[src/rtl/mem_port_arbiter_if.sv]
// Bundle of the fetch, data and memory-macro signals around mem_port_arbiter.
// slave is the arbiter's view; master is the requesters' and memory's view.
interface mem_port_arbiter_if #(
    parameter int ADDR_W = 10
);
    logic              if_req;
    logic [ADDR_W-1:0] if_addr;
    logic              if_gnt;
    logic              if_rvalid;
    logic [31:0]       if_rdata;
    logic              stall_if;

    logic              d_req;
    logic              d_we;
    logic [1:0]        d_size;
    logic [ADDR_W-1:0] d_addr;
    logic [31:0]       d_wdata;
    logic              d_gnt;
    logic              d_rvalid;
    logic [31:0]       d_rdata;
    logic              d_err;

    logic              mem_en;
    logic              mem_we;
    logic [1:0]        mem_size;
    logic [ADDR_W-1:0] mem_addr;
    logic [31:0]       mem_wdata;
    logic [31:0]       mem_rdata;

    modport slave (
        input  if_req, if_addr,
        output if_gnt, if_rvalid, if_rdata, stall_if,
        input  d_req, d_we, d_size, d_addr, d_wdata,
        output d_gnt, d_rvalid, d_rdata, d_err,
        output mem_en, mem_we, mem_size, mem_addr, mem_wdata,
        input  mem_rdata
    );

    modport master (
        output if_req, if_addr,
        input  if_gnt, if_rvalid, if_rdata, stall_if,
        output d_req, d_we, d_size, d_addr, d_wdata,
        input  d_gnt, d_rvalid, d_rdata, d_err,
        input  mem_en, mem_we, mem_size, mem_addr, mem_wdata,
        output mem_rdata
    );
endinterface

[src/rtl/mem_port_arbiter.sv]
// Shares one single-port memory between instruction fetch and data access.
// Data wins ties; a starvation counter forces a fetch grant after STARVE_MAX.
module mem_port_arbiter #(
    parameter int ADDR_W     = 10,
    parameter int STARVE_MAX = 4
) (
    input  logic                clk,
    input  logic                rst,
    mem_port_arbiter_if.slave   bus
);
    typedef enum logic [2:0] {
        IDLE,
        FETCH_RD,
        DATA_RD,
        DATA_WR,
        ERR
    } owner_e;

    localparam logic [3:0] SMAX = 4'(STARVE_MAX);

    logic [3:0]        starve_q, starve_d;
    owner_e            slot1_q, slot2_q, slot1_d;
    logic              if_gnt, d_gnt, d_bad, cmd_ok;
    logic [ADDR_W-1:0] if_word;

    logic              mem_en_q, mem_we_q;
    logic [1:0]        mem_size_q;
    logic [ADDR_W-1:0] mem_addr_q;
    logic [31:0]       mem_wdata_q;
    logic              d_err_q;
    logic              if_rvalid_q, d_rvalid_q;
    logic [31:0]       if_rdata_q, d_rdata_q;

    always_comb begin
        d_gnt   = rst & bus.d_req
                & ~(bus.if_req & (starve_q == SMAX));
        if_gnt  = rst & bus.if_req & ~d_gnt;
        if_word = bus.if_addr & ~ADDR_W'(3);

        d_bad = 1'b1;
        unique case (bus.d_size)
            2'b11:   d_bad = (bus.d_addr[1:0] != 2'b00);
            2'b10:   d_bad = bus.d_addr[0];
            2'b01:   d_bad = 1'b0;
            default: d_bad = 1'b1;
        endcase
        cmd_ok = if_gnt | (d_gnt & ~d_bad);

        starve_d = starve_q;
        if (!bus.if_req || if_gnt)
            starve_d = '0;
        else if (d_gnt && starve_q != SMAX)
            starve_d = starve_q + 4'd1;

        slot1_d = IDLE;
        if (if_gnt)
            slot1_d = FETCH_RD;
        else if (d_gnt && d_bad)
            slot1_d = ERR;
        else if (d_gnt && bus.d_we)
            slot1_d = DATA_WR;
        else if (d_gnt)
            slot1_d = DATA_RD;
    end

    // Return path: slot2 owns the mem_rdata beat on the wire this cycle.
    always_ff @(posedge clk or negedge rst) begin
        if (!rst) begin
            starve_q    <= '0;
            slot1_q     <= IDLE;
            slot2_q     <= IDLE;
            mem_en_q    <= 1'b0;
            mem_we_q    <= 1'b0;
            mem_size_q  <= '0;
            mem_addr_q  <= '0;
            mem_wdata_q <= '0;
            d_err_q     <= 1'b0;
            if_rvalid_q <= 1'b0;
            if_rdata_q  <= '0;
            d_rvalid_q  <= 1'b0;
            d_rdata_q   <= '0;
        end else begin
            starve_q <= starve_d;
            slot1_q  <= slot1_d;
            slot2_q  <= slot1_q;
            mem_en_q <= cmd_ok;
            d_err_q  <= d_gnt & d_bad;
            if (if_gnt) begin
                mem_we_q    <= 1'b0;
                mem_size_q  <= 2'b11;
                mem_addr_q  <= if_word;
                mem_wdata_q <= '0;
            end else if (d_gnt && !d_bad) begin
                mem_we_q    <= bus.d_we;
                mem_size_q  <= bus.d_size;
                mem_addr_q  <= bus.d_addr;
                mem_wdata_q <= bus.d_wdata;
            end
            if_rvalid_q <= (slot2_q == FETCH_RD);
            d_rvalid_q  <= (slot2_q == DATA_RD);
            if (slot2_q == FETCH_RD)
                if_rdata_q <= bus.mem_rdata;
            if (slot2_q == DATA_RD)
                d_rdata_q <= bus.mem_rdata;
        end
    end

    assign bus.if_gnt    = if_gnt;
    assign bus.d_gnt     = d_gnt;
    assign bus.stall_if  = rst & bus.if_req & ~if_gnt;
    assign bus.mem_en    = mem_en_q;
    assign bus.mem_we    = mem_we_q;
    assign bus.mem_size  = mem_size_q;
    assign bus.mem_addr  = mem_addr_q;
    assign bus.mem_wdata = mem_wdata_q;
    assign bus.d_err     = d_err_q;
    assign bus.if_rvalid = if_rvalid_q;
    assign bus.if_rdata  = if_rdata_q;
    assign bus.d_rvalid  = d_rvalid_q;
    assign bus.d_rdata   = d_rdata_q;
endmodule

[src/flat_wrapper.sv]
// flat-port wrapper written by rule: the top's interface ports become plain ports
module mem_port_arbiter_flat 
#(
    parameter int ADDR_W     = 10,
    parameter int STARVE_MAX = 4
)
  (clk, rst, bus_if_req, bus_if_addr, bus_if_gnt, bus_if_rvalid, bus_if_rdata, bus_stall_if, bus_d_req, bus_d_we, bus_d_size, bus_d_addr, bus_d_wdata, bus_d_gnt, bus_d_rvalid, bus_d_rdata, bus_d_err, bus_mem_en, bus_mem_we, bus_mem_size, bus_mem_addr, bus_mem_wdata, bus_mem_rdata);
  mem_port_arbiter_if #(.ADDR_W(ADDR_W)) bus_i ();
  input  logic clk;
  input  logic rst;
  input wire logic [$bits(bus_i.if_req)-1:0] bus_if_req;
  input wire logic [$bits(bus_i.if_addr)-1:0] bus_if_addr;
  output wire logic [$bits(bus_i.if_gnt)-1:0] bus_if_gnt;
  output wire logic [$bits(bus_i.if_rvalid)-1:0] bus_if_rvalid;
  output wire logic [$bits(bus_i.if_rdata)-1:0] bus_if_rdata;
  output wire logic [$bits(bus_i.stall_if)-1:0] bus_stall_if;
  input wire logic [$bits(bus_i.d_req)-1:0] bus_d_req;
  input wire logic [$bits(bus_i.d_we)-1:0] bus_d_we;
  input wire logic [$bits(bus_i.d_size)-1:0] bus_d_size;
  input wire logic [$bits(bus_i.d_addr)-1:0] bus_d_addr;
  input wire logic [$bits(bus_i.d_wdata)-1:0] bus_d_wdata;
  output wire logic [$bits(bus_i.d_gnt)-1:0] bus_d_gnt;
  output wire logic [$bits(bus_i.d_rvalid)-1:0] bus_d_rvalid;
  output wire logic [$bits(bus_i.d_rdata)-1:0] bus_d_rdata;
  output wire logic [$bits(bus_i.d_err)-1:0] bus_d_err;
  output wire logic [$bits(bus_i.mem_en)-1:0] bus_mem_en;
  output wire logic [$bits(bus_i.mem_we)-1:0] bus_mem_we;
  output wire logic [$bits(bus_i.mem_size)-1:0] bus_mem_size;
  output wire logic [$bits(bus_i.mem_addr)-1:0] bus_mem_addr;
  output wire logic [$bits(bus_i.mem_wdata)-1:0] bus_mem_wdata;
  input wire logic [$bits(bus_i.mem_rdata)-1:0] bus_mem_rdata;
  assign bus_i.if_req = bus_if_req;
  assign bus_i.if_addr = bus_if_addr;
  assign bus_if_gnt = bus_i.if_gnt;
  assign bus_if_rvalid = bus_i.if_rvalid;
  assign bus_if_rdata = bus_i.if_rdata;
  assign bus_stall_if = bus_i.stall_if;
  assign bus_i.d_req = bus_d_req;
  assign bus_i.d_we = bus_d_we;
  assign bus_i.d_size = bus_d_size;
  assign bus_i.d_addr = bus_d_addr;
  assign bus_i.d_wdata = bus_d_wdata;
  assign bus_d_gnt = bus_i.d_gnt;
  assign bus_d_rvalid = bus_i.d_rvalid;
  assign bus_d_rdata = bus_i.d_rdata;
  assign bus_d_err = bus_i.d_err;
  assign bus_mem_en = bus_i.mem_en;
  assign bus_mem_we = bus_i.mem_we;
  assign bus_mem_size = bus_i.mem_size;
  assign bus_mem_addr = bus_i.mem_addr;
  assign bus_mem_wdata = bus_i.mem_wdata;
  assign bus_i.mem_rdata = bus_mem_rdata;
  mem_port_arbiter #(.ADDR_W(ADDR_W), .STARVE_MAX(STARVE_MAX)) u_core (.clk(clk), .rst(rst), .bus(bus_i));
endmodule
[config.mk]
export PLATFORM = sky130hd
export DESIGN_NAME = mem_port_arbiter_flat
export DESIGN_NICKNAME = d
export VERILOG_FILES = /design/src/rtl/mem_port_arbiter_if.sv /design/src/rtl/mem_port_arbiter.sv /design/src/flat_wrapper.sv
export SDC_FILE = /design/constraint.sdc
export NUM_CORES = 1
export LEC_CHECK = 0
export ABC_AREA = 1
export CAP_MARGIN = 10
export CORE_MARGIN = 3
export CORE_UTILIZATION = 46
export CTS_CLUSTER_SIZE = 14
export DETAILED_ROUTE_END_ITERATION = 8
export PLACE_DENSITY_LB_ADDON = 0.15
export SKIP_CTS_REPAIR_TIMING = 1
export SYNTH_ARGS = -nofsm -noshare
export SYNTH_HDL_FRONTEND = slang
export SYNTH_SLANG_ARGS = --single-unit
[constraint.sdc]
create_clock -name clk -period 2.9 [get_ports clk]
set_input_delay 0.58 -clock clk [delete_from_list [all_inputs] [get_ports clk]]
set_output_delay 0.58 -clock clk [all_outputs]
set_load 0.005 [all_outputs]
---- Yosys cells after proc, flatten, opt, wreduce, memory -nomap -nowiden ----
Index checks and enable logic that the tools add are counted.
word-level totals
  RAM bits ................................ 0
  bits in latches ......................... 0
  bits of input ports ..................... 91
  bits in read-only memories .............. 0
  register bits ........................... 123
  memories kept ........................... 0
  word-level logic and storage cells ...... 59
  output and inout port bits .............. 116
cells by class
  shift operators ......................... 0
  bitwise gates (word level) .............. 13
  order comparisons ....................... 0
  reductions and logical operators ........ 10
  muxes and demuxes ....................... 15
  multipliers ............................. 0
  eq/ne operators ......................... 7
  add/subtract/negate cells ............... 1
  divide/modulo/power cells ............... 0
operators with widths
  kind                                                                     number
  32-bit 2-to-1 mux                                                        2
  10-bit 2-to-1 mux                                                        2
  3-bit 2-to-1 mux                                                         3
  1-bit bitwise AND                                                        8
  4-bit 2-to-1 mux                                                         2
  2-bit 2-to-1 mux                                                         3
  2-bit nonzero test                                                       3
  4-bit by 1-bit adder with 4-bit output, second input constant            1
  2-bit == test, second input constant                                     2
  4-bit by 3-bit == test with 1-bit output, second input constant          1
  1-bit logical AND                                                        4
  4-bit by 3-bit inequality test with 1-bit output, second input constant  1
  1-bit NOT                                                                4
  3-bit by 1-bit == test with 1-bit output, second input constant          1
  3-bit by 2-bit == test with 1-bit output, second input constant          1
  1-bit case mux with 3 select lines                                       1
  2-bit by 1-bit == test with 1-bit output, second input constant          1
  1-bit zero test                                                          2
  1-bit 2-to-1 mux                                                         2
  1-bit logical OR                                                         1
  1-bit bitwise OR                                                         1

---- Depth between registers and ports, before layout ----
Gate-level depths: netlist of the first run.
  word-level depth ........................ 8
  gate-level depth with buffers ........... 10

---- Worst setup path after synthesis of the first run ----
Ideal clock, no wire load.
  path kind ............................... input -> output
  start ................................... in bus_d_req
  end ..................................... out bus_if_gnt
  stages on the path ...................... 7
  path buffers ............................ 2
  setup slack ............................. 1101 ps
  data arrival time ....................... 1219 ps
  data required time ...................... 2320 ps
  cell sequence ........................... nand2_1 -> inv_1 -> nand2_4 -> nand2_2 -> buf_6 -> buf_6 -> inv_1
between the ends
  word-level cells in the longest chain between the ends .. 4
ends and longest elaborated chain
  element             RTL line                source
  start: declaration  flat_wrapper.sv:17      input wire logic [$bits(bus_i.d_req)-1:0] bus_d_req;
  1-bit bitwise AND   mem_port_arbiter.sv:35  d_gnt = rst & bus.d_req
  1-bit bitwise AND   mem_port_arbiter.sv:36  & ~(bus.if_req & (starve_q == SMAX));
  1-bit NOT           mem_port_arbiter.sv:37  if_gnt = rst & bus.if_req & ~d_gnt;
  1-bit bitwise AND   mem_port_arbiter.sv:37
  end: declaration    flat_wrapper.sv:13      output wire logic [$bits(bus_i.if_gnt)-1:0] bus_if_gnt;
No other way between the ends.

---- Worst setup path after layout of the first run ----
  start ................................... reg u_core.starve_q[0]
  end ..................................... out bus_stall_if
between the ends
  word-level cells in the longest chain between the ends .. 8
ends and longest elaborated chain
  element                                   RTL line                 source
  start: declaration                        mem_port_arbiter.sv:21   logic [3:0] starve_q, starve_d;
  start signal: assignment                  mem_port_arbiter.sv:83   starve_q <= starve_d;
  4-bit by 3-bit == test with 1-bit output  mem_port_arbiter.sv:36
  1-bit bitwise AND                         mem_port_arbiter.sv:36
  1-bit NOT                                 mem_port_arbiter.sv:36
  1-bit bitwise AND                         mem_port_arbiter.sv:36
  1-bit NOT                                 mem_port_arbiter.sv:37
  1-bit bitwise AND                         mem_port_arbiter.sv:37
  1-bit NOT                                 mem_port_arbiter.sv:110  assign bus.stall_if = rst & bus.if_req & ~if_gnt;
  1-bit bitwise AND                         mem_port_arbiter.sv:110
  end: declaration                          flat_wrapper.sv:16       output wire logic [$bits(bus_i.stall_if)-1:0] bus_stall_if;
No other way between the ends.

==> results of run 1 <==
[per-layer routing]
| metal | up-vias | GRT usage (%) | routed length [microns] |
|---|---|---|---|
| met1 | 2062 | 25.6 | 4910 |
| li1 | 2041 | - | - |
| met2 | 140 | 38.9 | 6790 |
| met3 | 19 | 8.53 | 1050 |
| met5 | - | 0 | 0 |
| met4 | 0 | 7.57 | 216 |
[cell families after synthesis]
kind of cell / after synthesis / share of synthesized area, %
xor+xnor: 2 / 0.360
buf+inv: 74 / 7.37
flops: 123 / 63.2
fa+ha+maj: 2 / 0.514
simple gates: 252 / 21.7
compound gates: 67 / 6.88
[stage by stage]
step / instances / hold slack [ps] / worst slack (ps) / area (sq um) / util, %
5_1_grt: 867 / 252 / 58.5 / 7530 / 75.0
2_1_floorplan: 520 / 284 / 1100 / 4870 / -
4_1_cts: 866 / -83.0 / 190 / 7520 / 74.9
6_report: 867 / 220 / 215 / 7530 / 75.0
3_3_place_gp: 835 / 332 / 294 / 6930 / 69.0
3_5_place_dp: 835 / 336 / 272 / 6930 / 69.0
[critical path: stages, from the launching register on]
cell             delay, ps
dfrtp_1                380
inv_1                   80
ha_1                   230
nand4_1                130
nand2_1                120
nor2_1                 140
clkdlybuf4s50_1        520
[flip-flops by register name (all words and copies together), names as in the netlist, 2 cells and up]
signal	cells
u_core.slot2_q	3
u_core.bus.mem_size	2
u_core.bus.mem_wdata	32
u_core.starve_q	4
u_core.bus.mem_addr	10
u_core.bus.d_rdata	32
u_core.slot1_q	3
u_core.bus.if_rdata	32
[cell type report]
| type | instances | area share [%] |
|---|---|---|
| Clock buffer | 23 | 6.33 |
| Inverter | 47 | 2.34 |
| Sequential cell | 123 | 40.9 |
| Tap cell | 133 | 2.21 |
| Timing Repair Buffer | 210 | 27.7 |
| Clock inverter | 8 | 1.53 |
| Multi-Input combinational cell | 323 | 19.0 |
[path summary, 6_finish.rpt]
path / cells after the start / end / startpoint / slack (ps)
worst max-delay path: 6 / bus_stall_if / u_core.starve_q[0] / 210
worst min-delay path: 2 / u_core.bus.mem_we / rst / 220
worst max register to register: 9 / u_core.bus.mem_size[1] / u_core.starve_q[0] / 900
worst min register to register: 0 / u_core.slot2_q[1] / u_core.slot1_q[1] / 340
max in group asynchronous: 3 / u_core.slot2_q[2] / rst / 1420
min in group clk: 0 / u_core.slot2_q[1] / u_core.slot1_q[1] / 340
[power groups by stage]
| stage | Combinational (mW) | Sequential (mW) | Clock, mW |
|---|---|---|---|
| floorplan | 0.313 | 2.24 | 0 |
| global placement | 1.18 | 2.21 | 0 |
| detailed placement | 1.22 | 2.22 | 0 |
| CTS | 1.23 | 2.20 | 2.11 |
| global route | 1.33 | 2.24 | 2.20 |
| finish | 1.21 | 2.20 | 2.08 |
[cell usage in the layout, fill, tap and decap left out, types with 3 or more instances in the layout]
| cell | n |
|---|---|
| buf_4 | 6 |
| bufinv_16 | 3 |
| clkbuf_16 | 16 |
| clkbuf_8 | 5 |
| clkdlybuf4s50_1 | 203 |
| clkinv_2 | 5 |
| dfrtp_1 | 123 |
| inv_1 | 43 |
| inv_2 | 4 |
| nand2_1 | 185 |
| nand3_1 | 56 |
| nor2_1 | 3 |
| o21ai_0 | 63 |
| o21ai_1 | 4 |
==> parameters.txt, run 1 <==
Parameter                              Value

Pwr
  P_leak ... around 3.7 nW
  Portion of total power attributed to sequential cells ... 40.1%
  Sw frac ... 24.1%
  Proportion of power drawn by combinational gates ... 22.0%
  Internal power component ... 4.17 mW
  Clock network power share ... 37.9%
  Power Density ... 728 mW/mm^2
  Largest vdd supply drop ... 418 uV
  P_sw ... roughly 1.3 mW
  Overall power ... 5.49 mW

Outcome
  Result of the run ... completed

Clock network
  Skew-Pair Late Insertion Delay ... 510 ps
  Root Buffer ... clkbuf_8
  Clock-pin slew reported for the worst setup and hold paths after clock tree synthesis ... roughly 60 ps
  H-Tree Depth ... 4
  CTS max path bufs ... 2
  Clock Sink Count ... around 120
  Number of clock buffers inserted by TritonCTS ... 17
  Clock tree from TritonCTS ... done

Die
  Width of the chip ... 109 microns
  Number of placement rows ... 36
  Floorplan die height ... 109 microns
  Area of the placeable core ... 0.0100 sq mm
  Initial Util ... 48.5%
  Number of top-level pins ... 207
  Area of the die ... ~0.012 sq mm

Timing
  Tightest slew margin relative to the limit ... 37.1%
  Final setup violation count ... 0
  Total negative setup slack ... 0 ps
  Achievable frequency ... 0.372 GHz
  Unrepaired setup endpoints after global routing ... no
  Minimum clock period after layout ... 2690 ps
  Hold Violations, Final ... 0
  Number of max-slew violations in the final report ... 0
  Worst-Margin Slew ... 943 ps
  Worst setup skew after layout ... 7.47 ps
  Final critical-path share of the clock period ... 92.6%

Drt
  DRC errors left ... 0
  TritonRoute pass-1 iters ... 4
  Routed WL ... between 10 and 15 mm
  Average vias per placed instance ... 4.92
  Via Count ... 4262
  DRT antenna net count ... 0
  Detailed Route Iter0 Violations ... around 260
  DR WL/cell ... 15.0 microns

Cells and area
  Relative area change from synthesis to final layout ... 54.7%
  Number of fill cells ... 737
  Register area ... just over 0.003 sq mm
  Ratio of cells with drive above 1 in the final layout ... 6.27%
  Multi-input gate area in the final layout ... around 0.0014 sq mm
  Count of inserted antenna diode cells ... 0
  Number of nets in the layout ... 815

Global routing
  Overall routing resource usage ... between 20% and 30%
  Vias in the first global route ... 4349
  Total global routing overflow ... 0
  Pin count of the biggest net entering global routing ... 72
  Initial antenna violation count ... 0
  Global-route wire length before repair ... 20.8 mm

Yosys
  Seq/Total Area, Yosys ... between 60 and 70%
  Count of synthesis-stage warnings from yosys ... 0
  Async S/R FF share, synth ... 100%
  Count leader, synth ... nand2_1
  Average cell area after synthesis ... 9.37 sq um
  Cell area after technology mapping ... between 0.004 and 0.005 sq mm
  Number of cells produced by synthesis ... 520
  Count of flip-flops with a built-in enable after synthesis ... 0
  Biggest area contributors in the synthesized netlist ... dfrtp_1 63%, nand2_1 14%, o21ai_0 6.5%
  Predominant post-synthesis flop cell ... dfrtp_1
  Dominant cell type by area after synthesis ... dfrtp_1
  Area fraction of the dominant cell type after synthesis ... between 60% and 70%
  Number of distinct library cell variants in the gate-level netlist after synthesis ... 18
  Synth cell count leaders ... 185 x nand2_1, 123 x dfrtp_1, 63 x o21ai_0
  Number of register bits inferred by synthesis ... 123
  Post-Synthesis Net Count ... 613

Placed design
  PortBufs ... ~200
  Placer congestion estimate ... roughly 0.79
  Detailed placement HPWL ... 9.01 mm

Worst setup path
  Category of the worst setup path launch point ... register
  Category of the most critical setup path ... register to primary output
  CP Data Required Time ... around 2300 ps
  Critical Path AT ... 2110 ps
  CP Max Fanout ... 4
  Sort of element at the end of the critical path ... primary output

Flow run
  Max-capacitance violation count ... 0

Min path
  Class of the tightest hold or removal check ... primary input to async pin
No activity file was read; power rests on OpenSTA's default activity.
==> run 2, diff against run 1 <==
--- a/config.mk
+++ b/config.mk
@@ -7,11 +7,14 @@
 export LEC_CHECK = 0
 export ABC_AREA = 1
 export CAP_MARGIN = 10
+export CELL_PAD_IN_SITES_DETAIL_PLACEMENT = 1
+export CELL_PAD_IN_SITES_GLOBAL_PLACEMENT = 1
 export CORE_MARGIN = 3
-export CORE_UTILIZATION = 46
+export CORE_UTILIZATION = 33
 export CTS_CLUSTER_SIZE = 14
 export DETAILED_ROUTE_END_ITERATION = 8
 export PLACE_DENSITY_LB_ADDON = 0.15
+export REMOVE_ABC_BUFFERS = 1
 export SKIP_CTS_REPAIR_TIMING = 1
 export SYNTH_ARGS = -nofsm -noshare
 export SYNTH_HDL_FRONTEND = slang
==> constraint.sdc (replaced) <==
create_clock -name clk -period 2.9 [get_ports clk]
set_input_delay 0.58 -clock clk [delete_from_list [all_inputs] [get_ports clk]]
set_output_delay 0.58 -clock clk [all_outputs]
set_load 0.01 [all_outputs]
==> parameters.txt, run 2 (synthesized netlist as in run 1, its figures left out) <==
Parameter                              Value

Outcome
  Result of the run ... completed

Placed design
  Detailed placement HPWL ... 9.93 mm
  Placer congestion estimate ... approximately 0.78
  PortBufs ... between 200 and 250

Timing
  Total negative setup slack ... 0 ps
  Final critical-path share of the clock period ... ~95%
  Unrepaired setup endpoints after global routing ... no
  Final setup violation count ... 0
  Minimum clock period after layout ... 2750 ps
  Number of max-slew violations in the final report ... 0
  Worst setup skew after layout ... 5.86 ps
  Hold Violations, Final ... 0
  Tightest slew margin relative to the limit ... 34.2%
  Worst-Margin Slew ... 986 ps
  Achievable frequency ... approximately 0.36 GHz

Pwr
  Portion of total power attributed to sequential cells ... 38.2%
  Proportion of power drawn by combinational gates ... 23.2%
  Clock network power share ... 38.6%
  Internal power component ... 4.29 mW
  P_sw ... 1.48 mW
  Largest vdd supply drop ... 451 uV
  Sw frac ... between 20% and 30%
  P_leak ... 3.73 nW
  Power Density ... 756 mW/mm^2
  Overall power ... 5.77 mW

Worst setup path
  Critical Path AT ... roughly 2200 ps
  CP Max Fanout ... 9
  Worst setup startpoint ... bus_if_req
  Category of the worst setup path launch point ... primary input
  CP Data Required Time ... 2320 ps
  Reg-to-reg critical path startpoint ... u_core.starve_q[0]
  Category of the most critical setup path ... primary input to primary output
  Sort of element at the end of the critical path ... primary output

Cells and area
  Commonest non-fill, non-tap cell in the layout ... clkdlybuf4s50_1
  Relative area change from synthesis to final layout ... 56.8%
  Number of nets in the layout ... 815
  Ratio of cells with drive above 1 in the final layout ... 6.26%
  Multi-input gate area in the final layout ... 0.00143 sq mm
  Most used cells in the layout excluding fill and tap cells ... 203 x clkdlybuf4s50_1, 185 x nand2_1, 123 x dfrtp_1, 63 x o21ai_0, 56 x nand3_1
  Number of fill cells ... 1583
  Register area ... 0.00308 sq mm
  Count of inserted antenna diode cells ... 0

Die
  Area of the die ... roughly 0.016 sq mm
  Number of top-level pins ... 207
  Number of placement rows ... 43
  Width of the chip ... about 130 microns
  Area of the placeable core ... between 0.01 and 0.015 sq mm
  Floorplan die height ... 127 microns
  Initial Util ... 34.4%

Clock network
  H-Tree Depth ... 4
  Clock Sink Count ... 123
  Clock tree from TritonCTS ... done
  Number of clock buffers inserted by TritonCTS ... 17
  CTS max path bufs ... 2
  Skew-Pair Late Insertion Delay ... between 400 and 500 ps
  Clock-pin slew reported for the worst setup and hold paths after clock tree synthesis ... 50 ps
  Root Buffer ... clkbuf_16

Drt
  Average vias per placed instance ... 4.65
  DRC errors left ... 0
  Routed WL ... 14.5 mm
  DRT antenna net count ... 0
  DR WL/cell ... approximately 16 microns
  Via Count ... between 4000 and 5000
  TritonRoute pass-1 iters ... 5
  Detailed Route Iter0 Violations ... 212

Global routing
  Global-route wire length before repair ... around 23 mm
  Pin count of the biggest net entering global routing ... 70
  Total global routing overflow ... 0
  Initial antenna violation count ... 0
  Overall routing resource usage ... 17.9%
  Vias in the first global route ... 4419

Min path
  Class of the tightest hold or removal check ... primary input to async pin

Flow run
  Max-capacitance violation count ... 0
## run 2: cell types whose count changed in the layout (fill, tap and decap cells not counted)
cell,change
clkbuf_8,+2
clkinv_2,-4
clkbuf_16,+1
clkbuf_1,+1
clkinvlp_4,+1
## run 2: through the flow
step / area [sq um] / std cells / util [%] / hold WS (ps) / setup WS [ps]
final: 7640 / 915 / 54.0 / 327 / 150
after floorplan: 4690 / 493 / - / 284 / 769
after detailed placement: 6990 / 882 / 49.4 / 336 / 179
after global routing: 7640 / 915 / 54.0 / 354 / 33.7
after global placement: 6990 / 882 / 49.4 / 333 / 219
after CTS: 7630 / 914 / 53.9 / -20.4 / 126
## run 2: layout make-up
| cell class | count | share of cell area, % |
|---|---|---|
| Timing Repair Buffer | 210 | 27.3 |
| Tap cell | 180 | 2.95 |
| Sequential cell | 123 | 40.3 |
| Clock inverter | 5 | 1.34 |
| Inverter | 47 | 2.31 |
| Multi-Input combinational cell | 323 | 18.8 |
| Clock buffer | 27 | 6.98 |
## run 2: worst max-delay path: stages
cell and delay, ps:
clkdlybuf4s50_1 550, nand2_1 160, inv_2 180, nand2_2 100, inv_1 60, clkdlybuf4s50_1 530
## run 2: layer usage
| metal | global-route usage (%) | routed length, microns | up-vias |
|---|---|---|---|
| met3 | 8.90 | 1600 | 15 |
| met4 | 5.87 | 157 | 0 |
| met2 | 28.1 | 6800 | 157 |
| met1 | 21.6 | 5950 | 2047 |
| met5 | 0 | 0 | - |
| li1 | - | - | 2040 |
## run 2: path summary, 6_finish.rpt
kind / end / slack (ps) / cells past startpoint
max: bus_if_gnt / 150 / 6
min: u_core.bus.d_rdata[3] / 330 / 2
max reg2reg: u_core.bus.mem_addr[3] / 840 / 9
min reg2reg: u_core.slot2_q[0] / 350 / 0
max in group asynchronous: u_core.bus.if_rdata[29] / 1260 / 3
min in group clk: u_core.slot2_q[0] / 350 / 0
## run 2: power groups by stage
stage | clock (mW) | sequential [mW] | combinational (mW)
final | 2.23 | 2.21 | 1.34
after CTS | 2.28 | 2.21 | 1.37
after detailed placement | 0 | 2.23 | 1.35
after global routing | 2.37 | 2.24 | 1.46
after global placement | 0 | 2.21 | 1.32
after floorplan | 0 | 2.36 | 0.289
==> run 3, diff against run 2 <==
--- a/config.mk
+++ b/config.mk
@@ -13,6 +13,7 @@
 export CORE_UTILIZATION = 33
 export CTS_CLUSTER_SIZE = 14
 export DETAILED_ROUTE_END_ITERATION = 8
+export MAX_ROUTING_LAYER = met4
 export PLACE_DENSITY_LB_ADDON = 0.15
 export REMOVE_ABC_BUFFERS = 1
 export SKIP_CTS_REPAIR_TIMING = 1
==> parameters.txt, run 3 (synthesized netlist as in run 1, its figures left out) <==
Parameter                              Value

Outcome
  Result of the run ... completed

Pwr
  P_leak ... about 3.7 nW
  Power Density ... 756 mW/mm^2
  Largest vdd supply drop ... 457 uV

Clock network
  Number of clock buffers inserted by TritonCTS ... 17
  Root Buffer ... clkbuf_16
  Clock-pin slew reported for the worst setup and hold paths after clock tree synthesis ... ~50 ps
  Clock Sink Count ... 123
  Clock tree from TritonCTS ... done
  Skew-Pair Late Insertion Delay ... 410 ps
  CTS max path bufs ... 2
  H-Tree Depth ... 4

Cells and area
  Commonest non-fill, non-tap cell in the layout ... clkdlybuf4s50_1
  Most used cells in the layout excluding fill and tap cells ... 203 x clkdlybuf4s50_1, 185 x nand2_1, 123 x dfrtp_1, 63 x o21ai_0, 56 x nand3_1
  Share of the core filled with cells ... 54.0%
  Register area ... 0.00308 sq mm
  Ratio of cells with drive above 1 in the final layout ... 6.26%
  Multi-input gate area in the final layout ... 0.00143 sq mm
  Count of inserted antenna diode cells ... 0
  Number of nets in the layout ... 815
  Relative area change from synthesis to final layout ... 56.8%
  Non-filler instance count after layout ... about 920
  Number of fill cells ... 1583

Die
  Area of the placeable core ... ~0.014 sq mm
  Initial Util ... 34.4%
  Number of placement rows ... 43
  Area of the die ... about 0.016 sq mm
  Floorplan die height ... around 130 microns
  Width of the chip ... approximately 130 microns
  Number of top-level pins ... 207

Worst setup path
  Reg-to-reg critical path startpoint ... u_core.starve_q[0]
  Cell depth of the worst flop-to-flop path ... 9
  Critical Path AT ... 2170 ps
  Category of the most critical setup path ... primary input to primary output
  CP Max Fanout ... 9
  Category of the worst setup path launch point ... primary input
  Endpoint of the worst-slack reg-to-reg timing path ... u_core.bus.mem_addr[8]
  R2r setup slk ... 830 ps
  Sort of element at the end of the critical path ... primary output
  CP Data Required Time ... ~2300 ps

Drt
  DRT antenna net count ... 0
  DRC errors left ... 0
  DR WL/cell ... 15.9 microns
  Average vias per placed instance ... 4.66
  Detailed Route Iter0 Violations ... 167
  TritonRoute pass-1 iters ... 4
  Via Count ... 4268
  Routed WL ... 14.5 mm

Global routing
  Vias in the first global route ... 4434
  Pin count of the biggest net entering global routing ... 70
  Global-route wire length before repair ... 22.9 mm
  Overall routing resource usage ... 18.5%
  Total global routing overflow ... 0
  Initial antenna violation count ... 0

Timing
  Minimum clock period after layout ... around 2700 ps
  Tightest slew margin relative to the limit ... 34.3%
  Worst setup skew after layout ... 5.85 ps
  Final setup violation count ... 0
  Number of max-slew violations in the final report ... 0
  Hold Violations, Final ... 0
  Final critical-path share of the clock period ... 94.8%
  Unrepaired setup endpoints after global routing ... no
  Worst-Margin Slew ... 984 ps
  Worst hold margin ... 326 ps
  Achievable frequency ... approximately 0.36 GHz
  Total negative setup slack ... 0 ps

Placed design
  PortBufs ... 204
  Detailed placement HPWL ... a little under 10 mm
  Placer congestion estimate ... 0.792
  Placed Instances ... 882

Flow run
  Max-capacitance violation count ... 0

Min path
  Class of the tightest hold or removal check ... primary input to async pin
-- run 3: worst max path at each step --
stage	start	to	depth (start not counted)
floorplan	bus_d_req	bus_if_gnt	5
global placement	bus_if_req	bus_if_gnt	6
detailed placement	bus_if_req	bus_if_gnt	6
CTS	bus_if_req	bus_if_gnt	6
global route	bus_if_req	bus_if_gnt	6
finish	bus_if_req	bus_if_gnt	6
-- run 3: stage by stage --
| stage | power, mW | cell area, sq um | worst slack [ps] |
|---|---|---|---|
| 2_1_floorplan | 2.65 | 4690 | 769 |
| 3_3_place_gp | 3.53 | 6990 | 219 |
| 3_5_place_dp | 3.59 | 6990 | 179 |
| 4_1_cts | 5.85 | 7630 | 126 |
| 5_1_grt | 6.08 | 7640 | 33.7 |
| 6_report | 5.78 | 7640 | 151 |
-- run 3: layer usage --
metal | track usage, % | share of wire, % | wire length (microns) | vias up
li1 | - | - | - | 2043
met1 | 21.5 | 41 | 5940 | 2052
met2 | 28.5 | 47 | 6860 | 160
met3 | 8.36 | 11 | 1580 | 13
met4 | 6.25 | 1.0 | 152 | 0
met5 | - | 0 | 0 | -
-- run 3: final cells by class --
cell class / instances / area share [%]
clock buffers: 27 / 6.98
flip-flops and latches: 123 / 40.3
multi-input cells: 323 / 18.8
repair buffers: 210 / 27.3
well taps: 180 / 2.95
clock inverters: 5 / 1.34
inverters: 47 / 2.31
-- run 3: report_power, final --
group	switching, mW	leakage [nW]	internal, mW
clock network	0.719	0.310	1.51
registers	0.174	1.56	2.03
logic	0.588	1.86	0.753
total	1.48	3.73	4.29
-- run 3: worst max-delay path, cell delays in order --
cell and delay (ps):
clkdlybuf4s50_1 550, nand2_1 160, inv_2 180, nand2_2 100, inv_1 60, clkdlybuf4s50_1 530
==> variant 1, RTL diff (flow settings as in run 3) <==
`ADDR_W` is set to 10 in 3 places; all go to 11.
--- a/src/rtl/mem_port_arbiter_if.sv
+++ b/src/rtl/mem_port_arbiter_if.sv
@@ -1,7 +1,7 @@
 // Bundle of the fetch, data and memory-macro signals around mem_port_arbiter.
 // slave is the arbiter's view; master is the requesters' and memory's view.
 interface mem_port_arbiter_if #(
-    parameter int ADDR_W = 10
+    parameter int ADDR_W = 11
 );
     logic              if_req;
     logic [ADDR_W-1:0] if_addr;
--- a/src/rtl/mem_port_arbiter.sv
+++ b/src/rtl/mem_port_arbiter.sv
@@ -1,7 +1,7 @@
 // Shares one single-port memory between instruction fetch and data access.
 // Data wins ties; a starvation counter forces a fetch grant after STARVE_MAX.
 module mem_port_arbiter #(
-    parameter int ADDR_W     = 10,
+    parameter int ADDR_W     = 11,
     parameter int STARVE_MAX = 4
 ) (
     input  logic                clk,
--- a/src/flat_wrapper.sv
+++ b/src/flat_wrapper.sv
@@ -1,7 +1,7 @@
 // flat-port wrapper written by rule: the top's interface ports become plain ports
 module mem_port_arbiter_flat 
 #(
-    parameter int ADDR_W     = 10,
+    parameter int ADDR_W     = 11,
     parameter int STARVE_MAX = 4
 )
   (clk, rst, bus_if_req, bus_if_addr, bus_if_gnt, bus_if_rvalid, bus_if_rdata, bus_stall_if, bus_d_req, bus_d_we, bus_d_size, bus_d_addr, bus_d_wdata, bus_d_gnt, bus_d_rvalid, bus_d_rdata, bus_d_err, bus_mem_en, bus_mem_we, bus_mem_size, bus_mem_addr, bus_mem_wdata, bus_mem_rdata);
Interface: changed (resized bus_d_addr, bus_if_addr and bus_mem_addr); port bits go from 207 to 210. No check against the original RTL was run, so the function may have changed too.
==> variant 1 against run 3 <==
  * Area after synthesis rose by 0.74%
  * Final area rose by 0.57%
  * Power fell by 2.4%
  * Sequential cell count rose by 1
  * Global-route usage rose by 0.18 points
  * Worst hold slack got worse by 0.30 ns
  * Fmax rose by 4.6%
  * Setup slack improved by 0.12 ns
  * Routed wire length rose by 1.6%
  * Critical path type is now register to primary output
  * Largest cell class unchanged
==> variant 1: results (changes against run 3) <==
Status - finished clean
Gpl congestion - 0.767 (-3.1%)
Pin count of the biggest net entering global routing - 66 (-5.7%)
Hold Path Class - primary input to async pin
Leak - 3.76 nW (+0.97%)
Clk slew on worst S/H paths - 0.06 ns
Flop2flop setup slack - 0.64 ns (-0.19 ns)
Total CTS buffers - 17 (unchanged)
DRT iter0 DRCs - 167 (unchanged)
Vias in the first global route - 4,768 (+7.5%)
Critical R2R Capture - u_core.bus.mem_addr[3]
Crit path kind - register to primary output
Critical Path End - bus_stall_if
Worst Path Arrival - 2.05 ns (-0.12 ns)
Skew-Pair Late Insertion Delay - 0.40 ns
Final std cells w/o fill - 927 (+1.3%)
Worst R2R Path Depth - 9 (unchanged)
Port Buffers - 207 (+1.5%)
Crit Path Max Fanout - 4 (-5)
Max incr delay on CP - 0.55 ns (about the same)
ANT cells - 0 (unchanged)
Inst Count DP - 895 (+1.5%)
Worst path slowest cell - clkdlybuf4s50_1
Layout fillers - 1,606 (+1.5%)
Gate power share - 0.243 (+0.011)
Psw - 1.50 mW (+1.3%)
Mean Syn Cell Area - 9.31 um2 (-0.59%)
Antenna violations before repair - 0 (unchanged)
CTS max path bufs - 2 (unchanged)
Synth top area cells - dfrtp_1 (63%), nand2_1 (15%), nand3_1 (5.9%), o21ai_0 (5.8%), inv_1 (3.3%)
Async SR Flop Fraction - 1.00 (unchanged)
Worst Tran Pin Value - 1.01 ns (+0.0242 ns)
Layout cell share with drive strength beyond 1 - 0.0629 (+0.000333)
Synthesis Warnings - 0 (unchanged)
Vias per inst - 4.70 (+0.86%)
Post-DP HPWL - 10.5 mm (+5.9%)
Overall routing resource usage - 0.187 (+0.00181)
NumNets Final - 829 (+1.7%)
Yosys cell types - 18 (unchanged)
First-pass GRT wire length - 23.5 mm (+2.9%)
Register area share after synthesis - 0.632 (about the same)
Final Skew - 0.00391 ns (-0.00194 ns)
RR Startpoint - u_core.starve_q[0]
Instance area at placement - 7110 um2 (+1.7%)
Worst vdd ir - 0.373 mV (-18%)
Commonest cells post-synth - nand2_1 (190), dfrtp_1 (124), nand3_1 (58)
Drt total wl - 14.8 mm (+1.6%)
H-tree depth - 4 (unchanged)
Pre-antenna DRT Iters - 4 (unchanged)
Clock root buffer - clkbuf_16
-- variant 1: final cells by class --
type | count | area share
inverters | 47 | 0.0230
well taps | 180 | 0.0293
multi-input cells | 329 | 0.190
repair buffers | 215 | 0.279
clock inverters | 8 | 0.0117
flip-flops and latches | 124 | 0.404
clock buffers | 24 | 0.0627
-- variant 1: worst min path at each step --
stage	from	to	slack, ns	cells past startpoint
6_report	rst	u_core.bus.mem_addr[3]	0.03	1
5_1_grt	rst	u_core.bus.mem_addr[3]	0.02	1
4_1_cts	rst	u_core.bus.mem_addr[3]	0.01	1
3_5_place_dp	u_core.slot1_q[1]	u_core.slot2_q[1]	0.34	0
3_3_place_gp	u_core.slot1_q[1]	u_core.slot2_q[1]	0.33	0
2_1_floorplan	rst	u_core.bus.d_err	0.28	0
-- variant 1: logic make-up after synthesis --
family          share of synthesized area
compound gates                     0.0683
flops                               0.632
simple gates                        0.221
xor+xnor                          0.00357
buf+inv                            0.0699
fa+ha+maj                         0.00510
-- variant 1: layer usage --
| layer | part of all wire | global-route usage | wire length (um) | up-vias |
|---|---|---|---|---|
| li1 | - | - | - | 2075 |
| met1 | 0.43 | 0.227 | 6370 | 2104 |
| met2 | 0.47 | 0.289 | 6890 | 169 |
| met3 | 0.091 | 0.0717 | 1340 | 13 |
| met4 | 0.012 | 0.0574 | 170 | 0 |
| met5 | 0 | - | 0 | - |
-- variant 1: metrics by stage --
step,setup WS [ns],utilization
finish,0.272,0.541
global route,0.156,0.541
CTS,0.226,0.541
detailed placement,0.136,0.500
global placement,0.225,0.500
floorplan,0.814,-
-- variant 1: power groups by stage --
stage | logic [mW] | clock network (mW) | registers [mW]
final | 1.37 | 2.04 | 2.22
after global routing | 1.50 | 2.17 | 2.27
after CTS | 1.40 | 2.09 | 2.23
after detailed placement | 1.39 | 0 | 2.25
after global placement | 1.34 | 0 | 2.23
after floorplan | 0.296 | 0 | 2.38
-- variant 1: worst register-to-register path: stages (launching register included) --
cell and delay [ns]:
dfrtp_1 0.38, inv_1 0.09, ha_1 0.23, nand3_2 0.10, nand2_4 0.11, nand2_4 0.08, buf_4 0.49, nand2_1 0.43
nand2_1 0.18, nand2_1 0.07
==> variant 2, RTL diff (settings of run 3) <==
Without the edit above. The 5 values of `owner_e` get a one-hot encoding in 5 bits.
--- a/src/rtl/mem_port_arbiter.sv
+++ b/src/rtl/mem_port_arbiter.sv
@@ -8,12 +8,12 @@
     input  logic                rst,
     mem_port_arbiter_if.slave   bus
 );
-    typedef enum logic [2:0] {
-        IDLE,
-        FETCH_RD,
-        DATA_RD,
-        DATA_WR,
-        ERR
+    typedef enum logic [4:0] {
+        IDLE     = 5'b00001,
+        FETCH_RD = 5'b00010,
+        DATA_RD  = 5'b00100,
+        DATA_WR  = 5'b01000,
+        ERR      = 5'b10000
     } owner_e;
 
     localparam logic [3:0] SMAX = 4'(STARVE_MAX);
Behaviour: same outputs for any inputs over 4 cycles, from zero or initial values and one cycle with rst low; so few cycles prove little.
==> variant 2 against run 3 <==
  * Setup slack gained 0.021 ns
  * Final cell count grew 4.9%
  * Synthesized cell count grew 2.7%
  * Sequential cell count grew 4
  * Power grew 7.7%
  * Final area grew 6.1%
  * Routed wire length grew 9.0%
  * Area after synthesis grew 7.7%
  * Critical endpoint is now bus_stall_if
  * Largest cell class unchanged
==> variant 2: results (changes against run 3) <==
Register area share after synthesis - 0.606 (-0.0258)
Area occupied by registers - 3180 um2 (+3.3%)
Pin count of the biggest net entering global routing - 68 (-2.9%)
Instance area at placement - 7450 um2 (+6.6%)
Vias per inst - 4.69 (+0.65%)
FP Rows - 45 (+4.7%)
Commonest cells post-synth - nand2_1 (150), dfrtp_1 (125), o21ai_0 (67)
Worst Path Arrival - 2.15 ns (-0.02 ns)
NumNets Final - 829 (+1.7%)
DR WL met2 - 7.51 mm (+9.5%)
Leak - 3.91 nW (+4.8%)
Seq_cells - 127 (+3.3%)
Final std cells w/o fill - 960 (+4.9%)
Inst Count DP - 928 (+5.2%)
Buffer share of cell area - 0.264 (-0.00903)
Metal-1 WL - 6.66 mm (+12%)
DRT iter0 DRCs - 217 (+30%)
Status - finished clean
Yosys cell types - 19 (+1)
Layout fillers - 1,707 (+7.8%)
Worst Tran Pin Value - 0.845 ns (-0.139 ns)
Critical Path End - bus_stall_if
Post-DR wirelength/cell - 16.5 um (+3.9%)
Overall routing resource usage - 0.191 (+0.00675)
Gpl congestion - 0.754 (-4.7%)
Final instance area - 8110 um2 (+6.1%)
Dpl ws - -0.0171 ns (-0.197 ns)
First-pass GRT wire length - 26.2 mm (+14%)
Metal3 WL - 1.41 mm (-11%)
Final Skew - 0.00659 ns (+0.000737 ns)
Critical R2R Capture - u_core.bus.mem_addr[2]
ClkCell Share - 0.0810 (-0.00219)
Worst vdd ir - 0.402 mV (-12%)
Worst setup path start - u_core.starve_q[0]
Fraction of area in multi-input gates - 0.208 (+0.0202)
[variant 2: report_power, final]
part | switching, mW | internal (mW)
Combinational | 0.665 | 0.851
Clock | 0.769 | 1.59
Sequential | 0.213 | 2.13
Total | 1.65 | 4.57
[variant 2: worst max-delay path, stage by stage, from the launching register on]
cell	delay [ns]
dfrtp_1	0.38
inv_1	0.08
ha_1	0.24
nand4_1	0.15
nand2_1	0.14
nor2_1	0.18
clkdlybuf4s50_1	0.57
[variant 2: per-layer routing]
| layer | vias up | GRT usage |
|---|---|---|
| met3 | 23 | 0.0775 |
| met4 | 0 | 0.0642 |
| met5 | - | - |
| li1 | 2117 | - |
| met2 | 163 | 0.297 |
| met1 | 2204 | 0.227 |
[variant 2: logic make-up after synthesis]
logic type | Yosys count | synth area share
simple gates | 256 | 0.246
flops | 127 | 0.606
buf+inv | 80 | 0.0756
compound gates | 67 | 0.0639
xor+xnor | 2 | 0.00334
fa+ha+maj | 2 | 0.00477
